==> config.mk <==
export PLATFORM = sky130hd
export DESIGN_NAME = io_unit
export DESIGN_NICKNAME = d
export VERILOG_FILES = /design/src/rtl/io_pkg.sv /design/src/rtl/io_fifo.sv /design/src/rtl/io_unit.sv
export SDC_FILE = /design/constraint.sdc
export NUM_CORES = 1
export LEC_CHECK = 0
export CAP_MARGIN = 20
export CORE_MARGIN = 3
export CORE_UTILIZATION = 40
export DETAILED_ROUTE_END_ITERATION = 10
export GPL_ROUTABILITY_DRIVEN = 0
export GPL_TIMING_DRIVEN = 0
export PLACE_DENSITY_LB_ADDON = 0.12
export SLEW_MARGIN = 10
export SYNTH_ARGS = -nofsm -noshare
export SYNTH_HDL_FRONTEND = slang
export SYNTH_SLANG_ARGS = --single-unit
==> constraint.sdc <==
create_clock -name CLK -period 2.8 [get_ports CLK]
set_input_delay 0.28 -clock CLK [delete_from_list [all_inputs] [get_ports CLK]]
set_output_delay 0.28 -clock CLK [all_outputs]
set_load 0.005 [all_outputs]
==> src/rtl/io_pkg.sv <==
// Shared widths and FSM encodings for the io_unit keyboard/printer interface.
package io_pkg;

  localparam int unsigned DATA_W     = 8;
  localparam int unsigned FIFO_DEPTH = 4;
  localparam int unsigned PTR_W      = $clog2(FIFO_DEPTH);
  localparam int unsigned CNT_W      = PTR_W + 1;

  typedef enum logic {
    InEmpty = 1'b0,
    InFull  = 1'b1
  } in_state_e;

  typedef enum logic {
    OutIdle = 1'b0,
    OutSend = 1'b1
  } out_state_e;

endpackage

==> src/rtl/io_fifo.sv <==
// Circular input buffer between the keyboard and INPR; only built when IO_FIFO_EN is defined.
`ifdef IO_FIFO_EN
module io_fifo
  import io_pkg::*;
(
  input  logic              clk_i,
  input  logic              rst_ni,
  input  logic              wr_en_i,
  input  logic [DATA_W-1:0] wr_data_i,
  input  logic              rd_en_i,
  output logic [DATA_W-1:0] rd_data_o,
  output logic              full_o,
  output logic              empty_o
);

  logic [DATA_W-1:0] mem_q [FIFO_DEPTH];
  logic [PTR_W-1:0]  wptr_q, wptr_d;
  logic [PTR_W-1:0]  rptr_q, rptr_d;
  logic [CNT_W-1:0]  cnt_q, cnt_d;
  logic              do_wr, do_rd;

  function automatic logic [PTR_W-1:0] ptr_inc(input logic [PTR_W-1:0] p);
    return (p == PTR_W'(FIFO_DEPTH - 1)) ? '0 : p + PTR_W'(1);
  endfunction

  assign full_o    = (cnt_q == CNT_W'(FIFO_DEPTH));
  assign empty_o   = (cnt_q == '0);
  assign rd_data_o = mem_q[rptr_q];

  always_comb begin
    do_wr  = wr_en_i & ~full_o;
    do_rd  = rd_en_i & ~empty_o;
    wptr_d = do_wr ? ptr_inc(wptr_q) : wptr_q;
    rptr_d = do_rd ? ptr_inc(rptr_q) : rptr_q;
    cnt_d  = cnt_q;
    if (do_wr && !do_rd) begin
      cnt_d = cnt_q + CNT_W'(1);
    end else if (do_rd && !do_wr) begin
      cnt_d = cnt_q - CNT_W'(1);
    end
  end

  always_ff @(posedge clk_i or negedge rst_ni) begin
    if (!rst_ni) begin
      wptr_q <= '0;
      rptr_q <= '0;
      cnt_q  <= '0;
      for (int i = 0; i < FIFO_DEPTH; i++) begin
        mem_q[i] <= '0;
      end
    end else begin
      wptr_q <= wptr_d;
      rptr_q <= rptr_d;
      cnt_q  <= cnt_d;
      if (do_wr) begin
        mem_q[wptr_q] <= wr_data_i;
      end
    end
  end

endmodule
`endif

==> src/rtl/io_unit.sv <==
// Keyboard input register/flag and printer output register/flag with sticky protocol error.
// Define IO_FIFO_EN to insert a 4-entry FIFO between the keyboard and INPR.
module io_unit
  import io_pkg::*;
(
  input  logic              CLK,
  input  logic              RSTn,
  input  logic [DATA_W-1:0] KBD_DATA,
  input  logic              KBD_VALID,
  output logic              KBD_READY,
  output logic [DATA_W-1:0] INPR,
  input  logic              INP_ACK,
  output logic              FGI,
  input  logic [DATA_W-1:0] AC_LO,
  input  logic              OUT_LD,
  output logic [DATA_W-1:0] OUTR,
  output logic              PRN_VALID,
  input  logic              PRN_READY,
  output logic              FGO,
  output logic              ERR
);

  in_state_e         in_q, in_d;
  out_state_e        out_q, out_d;
  logic [DATA_W-1:0] inpr_q, inpr_d;
  logic [DATA_W-1:0] outr_q, outr_d;
  logic              err_q, err_d;
  logic              in_err, out_err;
  logic              load;
  logic [DATA_W-1:0] load_data;

`ifdef IO_FIFO_EN
  logic              fifo_full, fifo_empty;
  logic [DATA_W-1:0] fifo_head;

  // Reload INPR from the FIFO head whenever the flag is clear.
  assign load      = (in_q == InEmpty) & ~fifo_empty;
  assign load_data = fifo_head;
  assign KBD_READY = ~fifo_full;

  io_fifo u_fifo (
    .clk_i     (CLK),
    .rst_ni    (RSTn),
    .wr_en_i   (KBD_VALID),
    .wr_data_i (KBD_DATA),
    .rd_en_i   (load),
    .rd_data_o (fifo_head),
    .full_o    (fifo_full),
    .empty_o   (fifo_empty)
  );
`else
  assign load      = (in_q == InEmpty) & KBD_VALID;
  assign load_data = KBD_DATA;
  assign KBD_READY = (in_q == InEmpty);
`endif

  always_comb begin
    in_d   = in_q;
    inpr_d = inpr_q;
    in_err = 1'b0;
    unique case (in_q)
      InEmpty: begin
        in_err = INP_ACK;
        if (load) begin
          inpr_d = load_data;
          in_d   = InFull;
        end
      end
      InFull: begin
        // Ack wins; a waiting character is only taken once back in InEmpty.
        if (INP_ACK) begin
          in_d = InEmpty;
        end
      end
      default: in_d = InEmpty;
    endcase
  end

  always_comb begin
    out_d   = out_q;
    outr_d  = outr_q;
    out_err = 1'b0;
    unique case (out_q)
      OutIdle: begin
        if (OUT_LD) begin
          outr_d = AC_LO;
          out_d  = OutSend;
        end
      end
      OutSend: begin
        out_err = OUT_LD;
        if (PRN_READY) begin
          out_d = OutIdle;
        end
      end
      default: out_d = OutIdle;
    endcase
  end

  assign err_d = err_q | in_err | out_err;

  always_ff @(posedge CLK or negedge RSTn) begin
    if (!RSTn) begin
      in_q   <= InEmpty;
      out_q  <= OutIdle;
      inpr_q <= '0;
      outr_q <= '0;
      err_q  <= 1'b0;
    end else begin
      in_q   <= in_d;
      out_q  <= out_d;
      inpr_q <= inpr_d;
      outr_q <= outr_d;
      err_q  <= err_d;
    end
  end

  assign FGI       = (in_q == InFull);
  assign INPR      = inpr_q;
  assign FGO       = (out_q == OutIdle);
  assign PRN_VALID = (out_q == OutSend);
  assign OUTR      = outr_q;
  assign ERR       = err_q;

endmodule

==> summary.md, run 1 <==
| Metric | Value |
|---|---|
| Standard-cell row count | 15 |
| Flip-flop and latch area | 475.5 sq um |
| Die Area | 2536 sq um |
| Shortest clock period the worst path allows after layout | 1.588 ns |
| Initial detailed-routing violation count | 1 |
| Count of inserted antenna diode cells | 0 |
| Pin count of the biggest net entering global routing | 20 |
| Wire length of the first global-routing pass | 2559 um |
| Multi-input combinational cell area | 281.5 sq um |
| Endpoint class of the critical path | primary output |
| Top library cells by usage in the layout, fill and taps aside | sky130_fd_sc_hd__clkdlybuf4s50_1, sky130_fd_sc_hd__dfrtp_1, sky130_fd_sc_hd__mux2_4, sky130_fd_sc_hd__clkbuf_4 |
| Clock slew at reported path FFs | 0.10 ns |
| Die outline width | ~50 um |
| Switching portion of total power | a little under a quarter |
| Register area share after synthesis | 60.41% |
| Die extent in y | 50.36 um |
| Cell internal power dissipation | about 0.00059 W |
| Type of element launching the critical path | flip-flop |
| Sw power | 0.0001817 W |
| GRT met2 Usage | ~22% |
| Number of endpoints failing setup at the final stage | 0 |
| Vias | about 510 |
| Post-CTS sizing | 0 |
| Global-route usage over all layers | 13.66% |
| DRC violations left | 0 |
| Fin. max-slew vios | 0 |
| Post-DRT Antenna Nets | 0 |
| Synthesized area divided by synthesized cell count | 17.89 sq um |
| Per-cell routed wire length | 13.95 um |
| Tightest Pin Transition | between 0.7 and 0.8 ns |
| Fill count | 132 |
| Arrival time worst endpoint | roughly 1.3 ns |
| Worst Setup Path Type | reg -> out |
| Most common library cell in the layout ignoring fill and taps | sky130_fd_sc_hd__clkdlybuf4s50_1 |
| Highest clock frequency the design can meet | 629.6 MHz |
| Net count after synthesis | 66 |
| Initial core utilization | between 40% and 50% |
| Final instance area | 1265 sq um |
| Worst-case clock buffer depth | 2 |
| Leakage power total | 0.5552 nW |
| Area after DPL | ~1200 sq um |
| Root Buffer | sky130_fd_sc_hd__clkbuf_4 |
| Post-synthesis instance area | 787.0 sq um |
| Highest ir drop seen on vdd | 0.3013 mV |
| Via density per instance | approximately 4.4 |
| Number of nets in the layout | 113 |
| Max_cap viols | 0 |
| Class of the tightest hold or removal check | in -> async |
| Gate Count Post-Synth | 44 |
| Final wirelength | approximately 1600 um |
| Final cycle utilization of the critical path | 56.72% |
| Maximum fanout along the worst path | 3 |
| Worst Skew | 0.0008760 ns |
| Synthesized flop and latch total | 19 |
| Sum of internal, switching and leakage power | 0.0007764 W |
| Fin Setup TNS | 0 ns |
| M1 GR Usage | 17.73% |
| Number of H-tree levels | 1 |
| First-pass iteration count of the detailed router | 3 |
| Met3 Track Usage GR | 2.967% |
| Top Usage Layer GRT | met2 |
| Worst rel slew slack | 46.75% |
| Clock latency reported for the late side of the worst-skew pair | 0.29 ns |
| Vias in the first global route | 548 |
| Cts hold-fix bufs | 0 |
| Yosys warns | 0 |
| Total power per unit cell area | approximately 600 nW/um^2 |
| Core area | 1783 sq um |
| Proportion of layout cells with a drive suffix above 1 | between 20 and 30% |
| Part of the total power dissipated in combinational logic | 35.8% |
| Worst slack, placed | 1.287 ns |
| Critical path required time | 2.52 ns |
| Proportion of power drawn by flip-flops and latches | 46.9% |
| TritonCTS Sinks | 19 |
| Synthesis-to-finish area growth | 60.73% |
| RSZ-0062 raised after global routing | false |
| Unique masters post-synth | 8 |
| TritonCTS clock tree | built |
| Number of endpoints with negative hold slack in the final report | 0 |
| Number of top-level pins | 43 |
| Proportion of power drawn by the clock network | 17.3% |
| Antenna violations before repair | 0 |
| GRT Residual Overflow | 0 |
| Worst setup slack after layout | 1.212 ns |
| Total of buffers placed on input and output ports | 42 |
| Result of the run | finished, final reports clean |
| Post-CTS setup buffers | 0 |
| Cts bufs inserted | 3 |
[power groups by stage]
stage | clock network [W] | registers [W] | logic (W)
finish | 0.000134 | 0.000364 | 0.000278
detailed placement | 0 | 0.000368 | 0.000282
floorplan | 0 | 0.000371 | 0.000108
global placement | 0 | 0.000367 | 0.000278
global route | 0.000151 | 0.000372 | 0.000295
CTS | 0.000140 | 0.000366 | 0.000283
[worst max-delay path, stage by stage (launching register included)]
cell,delay (ns)
sky130_fd_sc_hd__dfrtp_1,0.41
sky130_fd_sc_hd__inv_1,0.10
sky130_fd_sc_hd__clkdlybuf4s50_1,0.51
[flip-flops by register name, indices dropped and copies added (netlist names)]
name	count
PRN_VALID	1
OUTR	8
INPR	8
ERR	1
FGI	1
[cells by family (layout without fill, tap and decap cells)]
family                 Yosys count  in the layout  share of synthesized area, %
buffers and inverters            4             50                         3.816
DFF                             19             19                         60.41
AOI/OAI and AO/OA                3              3                         3.338
and+or+nand+nor                  2              2                         1.909
muxes                           16             16                         30.52
[metal layers]
layer	up-vias	part of all wire [%]
met5	-	0
met4	0	0
met3	0	6.7
met2	25	51
met1	244	42
li1	242	-
[cell usage after synthesis]
cell type / n / area [sq um]
sky130_fd_sc_hd__o21bai_1: 2 / 15.01
sky130_fd_sc_hd__dfrtp_1: 19 / 475.5
sky130_fd_sc_hd__nor2b_2: 1 / 8.760
sky130_fd_sc_hd__buf_6: 2 / 22.52
sky130_fd_sc_hd__mux2_4: 16 / 240.2
sky130_fd_sc_hd__a221o_2: 1 / 11.26
sky130_fd_sc_hd__nor2b_1: 1 / 6.260
sky130_fd_sc_hd__inv_1: 2 / 7.510
[through the flow]
stage,util [%],hold WS (ns),instances
after floorplan,-,-0.01559,44
after global placement,69.47,0.4670,111
after detailed placement,69.47,0.4749,111
after CTS,70.95,0.4649,115
after global routing,70.95,0.4994,115
final,70.95,0.4448,115
[cell type report]
type / count / share of cell area (%)
tap: 25 / 2.473
clock buffer: 4 / 2.077
multi-input combinational: 21 / 22.26
inverter: 2 / 0.5935
timing repair buffer: 42 / 33.23
sequential: 19 / 37.59
buffer: 2 / 1.780
[path summary, 6_finish.rpt]
kind / from / end / slack [ns] / depth (start not counted)
max in group asynchronous: RSTn / INPR[5] / 1.87 / 1
min in group CLK: ERR / ERR / 0.50 / 1
worst min register to register: ERR / ERR / 0.50 / 1
worst max register to register: FGI / INPR[3] / 1.64 / 3
worst min-delay path: RSTn / INPR[6] / 0.44 / 1
worst max-delay path: FGI / KBD_READY / 1.21 / 2
(Power assumes the default switching activity.)
==> run 2, diff against run 1 <==
- CORE_UTILIZATION: 40 -> 37
- clock period: 2.8 -> 1.55 ns (I/O delays scaled with it)
==> summary.md, run 2 (synthesis results as in run 1) <==
| Metric | Value |
|---|---|
| Most common library cell in the layout ignoring fill and taps | sky130_fd_sc_hd__clkdlybuf4s50_1 |
| Endpoint class of the critical path | primary output |
| Core area | 1982 sq um (+11%) |
| Vias in the first global route | 575 (+4.9%) |
| Clock latency reported for the late side of the worst-skew pair | 0.30 ns (about the same) |
| Proportion of layout cells with a drive suffix above 1 | 26.67% (+1.1 points) |
| DP Wirelength | between 1000 and 1500 um |
| Die outline width | 52.12 um (+3.5%) |
| Global-route usage over all layers | 13.95% (+0.28 points) |
| Count of buffering cells on the critical path with inverters included | 2 (unchanged) |
| Worst Skew | 0.005586 ns (+0.004710 ns) |
| Worst-case clock buffer depth | 2 (unchanged) |
| GRT Residual Overflow | 0 (unchanged) |
| Shortest clock period the worst path allows after layout | 1.468 ns |
| Highest ir drop seen on vdd | 0.6603 mV (+120%) |
| Crit-path max cell delay | 0.50 ns (about the same) |
| Result of the run | finished, final reports clean |
| Number of H-tree levels | 1 (unchanged) |
| Synthesis-to-finish area growth | 61.53% |
| Final wirelength | 1651 um (+2.9%) |
| Number of top-level pins | 43 (unchanged) |
| Critical path required time | 1.39 ns (-1.13 ns) |
| Total power per unit cell area | 1117 nW/um^2 (+82%) |
| Clock slew at reported path FFs | 0.11 ns (about the same) |
| Fin Setup TNS | 0 ns (unchanged) |
| Via density per instance | 4.462 (+0.41%) |
| Maximum fanout along the worst path | 4 (+1) |
| Fill count | 155 (+17%) |
| Post-CTS setup buffers | 0 (unchanged) |
| Worst rel slew slack | 45.66% (-1.1 points) |
| Post-DRT Antenna Nets | 0 (unchanged) |
| Number of nets in the layout | 113 (unchanged) |
| Die extent in y | 52.12 um (+3.5%) |
| Class of the tightest hold or removal check | in -> async |
| Standard-cell row count | 16 (+1) |
| Cell-by-cell trace of the critical path | inv_1, clkdlybuf4s50_1 |
| Top library cells by usage in the layout, fill and taps aside | sky130_fd_sc_hd__clkdlybuf4s50_1, sky130_fd_sc_hd__dfrtp_1, sky130_fd_sc_hd__mux2_4, sky130_fd_sc_hd__clkbuf_4 |
| Number of endpoints failing setup at the final stage | 0 (unchanged) |
| Family with the most delay on the worst path | buffers and inverters |
| Initial detailed-routing violation count | 5 (+4) |
| Per-cell routed wire length | 14.11 um (+1.2%) |
| Final instance area | 1271 sq um (+0.49%) |
| TritonCTS clock tree | built |
| Die Area | 2716 sq um (+7.1%) |
| DRC violations left | 0 (unchanged) |
| Arrival time worst endpoint | 1.31 ns (about the same) |
| Vias | 522 (+2.2%) |
| Final cycle utilization of the critical path | 94.73% |
| Worst Setup Path Type | reg -> out |
| Leakage power total | 0.5659 nW (+1.9%) |
| Wire length of the first global-routing pass | 2732 um (+6.8%) |
| RSZ-0062 raised after global routing | false |
| Cts bufs inserted | 3 (unchanged) |
| Highest clock frequency the design can meet | 681.1 MHz |
| Max_cap viols | 0 (unchanged) |
| Total of buffers placed on input and output ports | 42 (unchanged) |
| TritonCTS Sinks | 19 (unchanged) |
| Type of element launching the critical path | flip-flop |
| Number of endpoints with negative hold slack in the final report | 0 (unchanged) |
| Area after DPL | 1241 sq um (+0.20%) |
| First-pass iteration count of the detailed router | 3 (unchanged) |
| Critical path's slowest cell | sky130_fd_sc_hd__clkdlybuf4s50_1 |
| Initial core utilization | 39.71% (-4.4 points) |
| Fin. max-slew vios | 0 (unchanged) |
| Antenna violations before repair | 0 (unchanged) |
| Root Buffer | sky130_fd_sc_hd__clkbuf_4 |
| Count of inserted antenna diode cells | 0 (unchanged) |
| Pin count of the biggest net entering global routing | 20 (unchanged) |
| Tightest Pin Transition | 0.8126 ns (+0.01629 ns) |
==> run 2: cell types whose count changed in the layout (fill, tap and decap cells not counted) <==
cell and delta:
sky130_fd_sc_hd__dlymetal6s2s_1 +1, sky130_fd_sc_hd__clkbuf_1 -1, sky130_fd_sc_hd__clkinv_2 +1, sky130_fd_sc_hd__clkdlybuf4s50_1 -1
==> run 2: repair_timing <==
action	4_1_cts	5_1_grt
setup endpoints to repair	0	1
gates resized for setup	0	1
hold buffers	0	0
==> run 2: report_power, final <==
group          internal [W]  switching (W)
logic              0.000376       0.000129
registers          0.000597      0.0000606
clock network     0.0000964       0.000161
total               0.00107       0.000351
==> run 2: layer usage <==
layer | vias up | GRT usage (%) | part of all wire (%)
met5 | - | 0 | 0
met4 | 0 | 6.550 | 1.2
met3 | 2 | 3.438 | 8.4
met2 | 26 | 23.43 | 50
met1 | 252 | 16.54 | 40
li1 | 242 | - | -
==> run 2: worst paths after layout <==
path | startpoint | slack, ns | cells past startpoint | to
setup reg to reg | PRN_VALID | 0.39 | 3 | OUTR[7]
setup / recovery | PRN_VALID | 0.08 | 2 | FGO
hold / removal | RSTn | 0.31 | 1 | INPR[7]
max in group asynchronous | RSTn | 0.74 | 1 | OUTR[6]
min in group CLK | PRN_READY | 0.39 | 2 | PRN_VALID
hold reg to reg | ERR | 0.50 | 1 | ERR
==> run 2: through the flow <==
step | hold slack, ns | worst slack, ns | utilization (%) | instances | total power [W]
after floorplan | -0.1406 | 0.4504 | - | 44 | 0.0008652
after global placement | 0.4601 | 0.1717 | 62.63 | 113 | 0.001169
after detailed placement | 0.4669 | 0.1328 | 62.63 | 113 | 0.001177
after CTS | 0.3411 | 0.05875 | 64.02 | 117 | 0.001442
after global routing | 0.3722 | 0.01177 | 64.14 | 117 | 0.001510
final | 0.3060 | 0.08176 | 64.14 | 117 | 0.001420
==> run 2: cell type report <==
type / instances / area [sq um] / share of cell area, %
timing repair buffer: 42 / 422.9 / 33.27
multi-input combinational: 21 / 281.5 / 22.15
clock buffer: 3 / 22.52 / 1.772
buffer: 2 / 22.52 / 1.772
sequential: 19 / 475.5 / 37.40
clock inverter: 1 / 5.005 / 0.3937
inverter: 2 / 7.507 / 0.5906
tap: 27 / 33.78 / 2.657
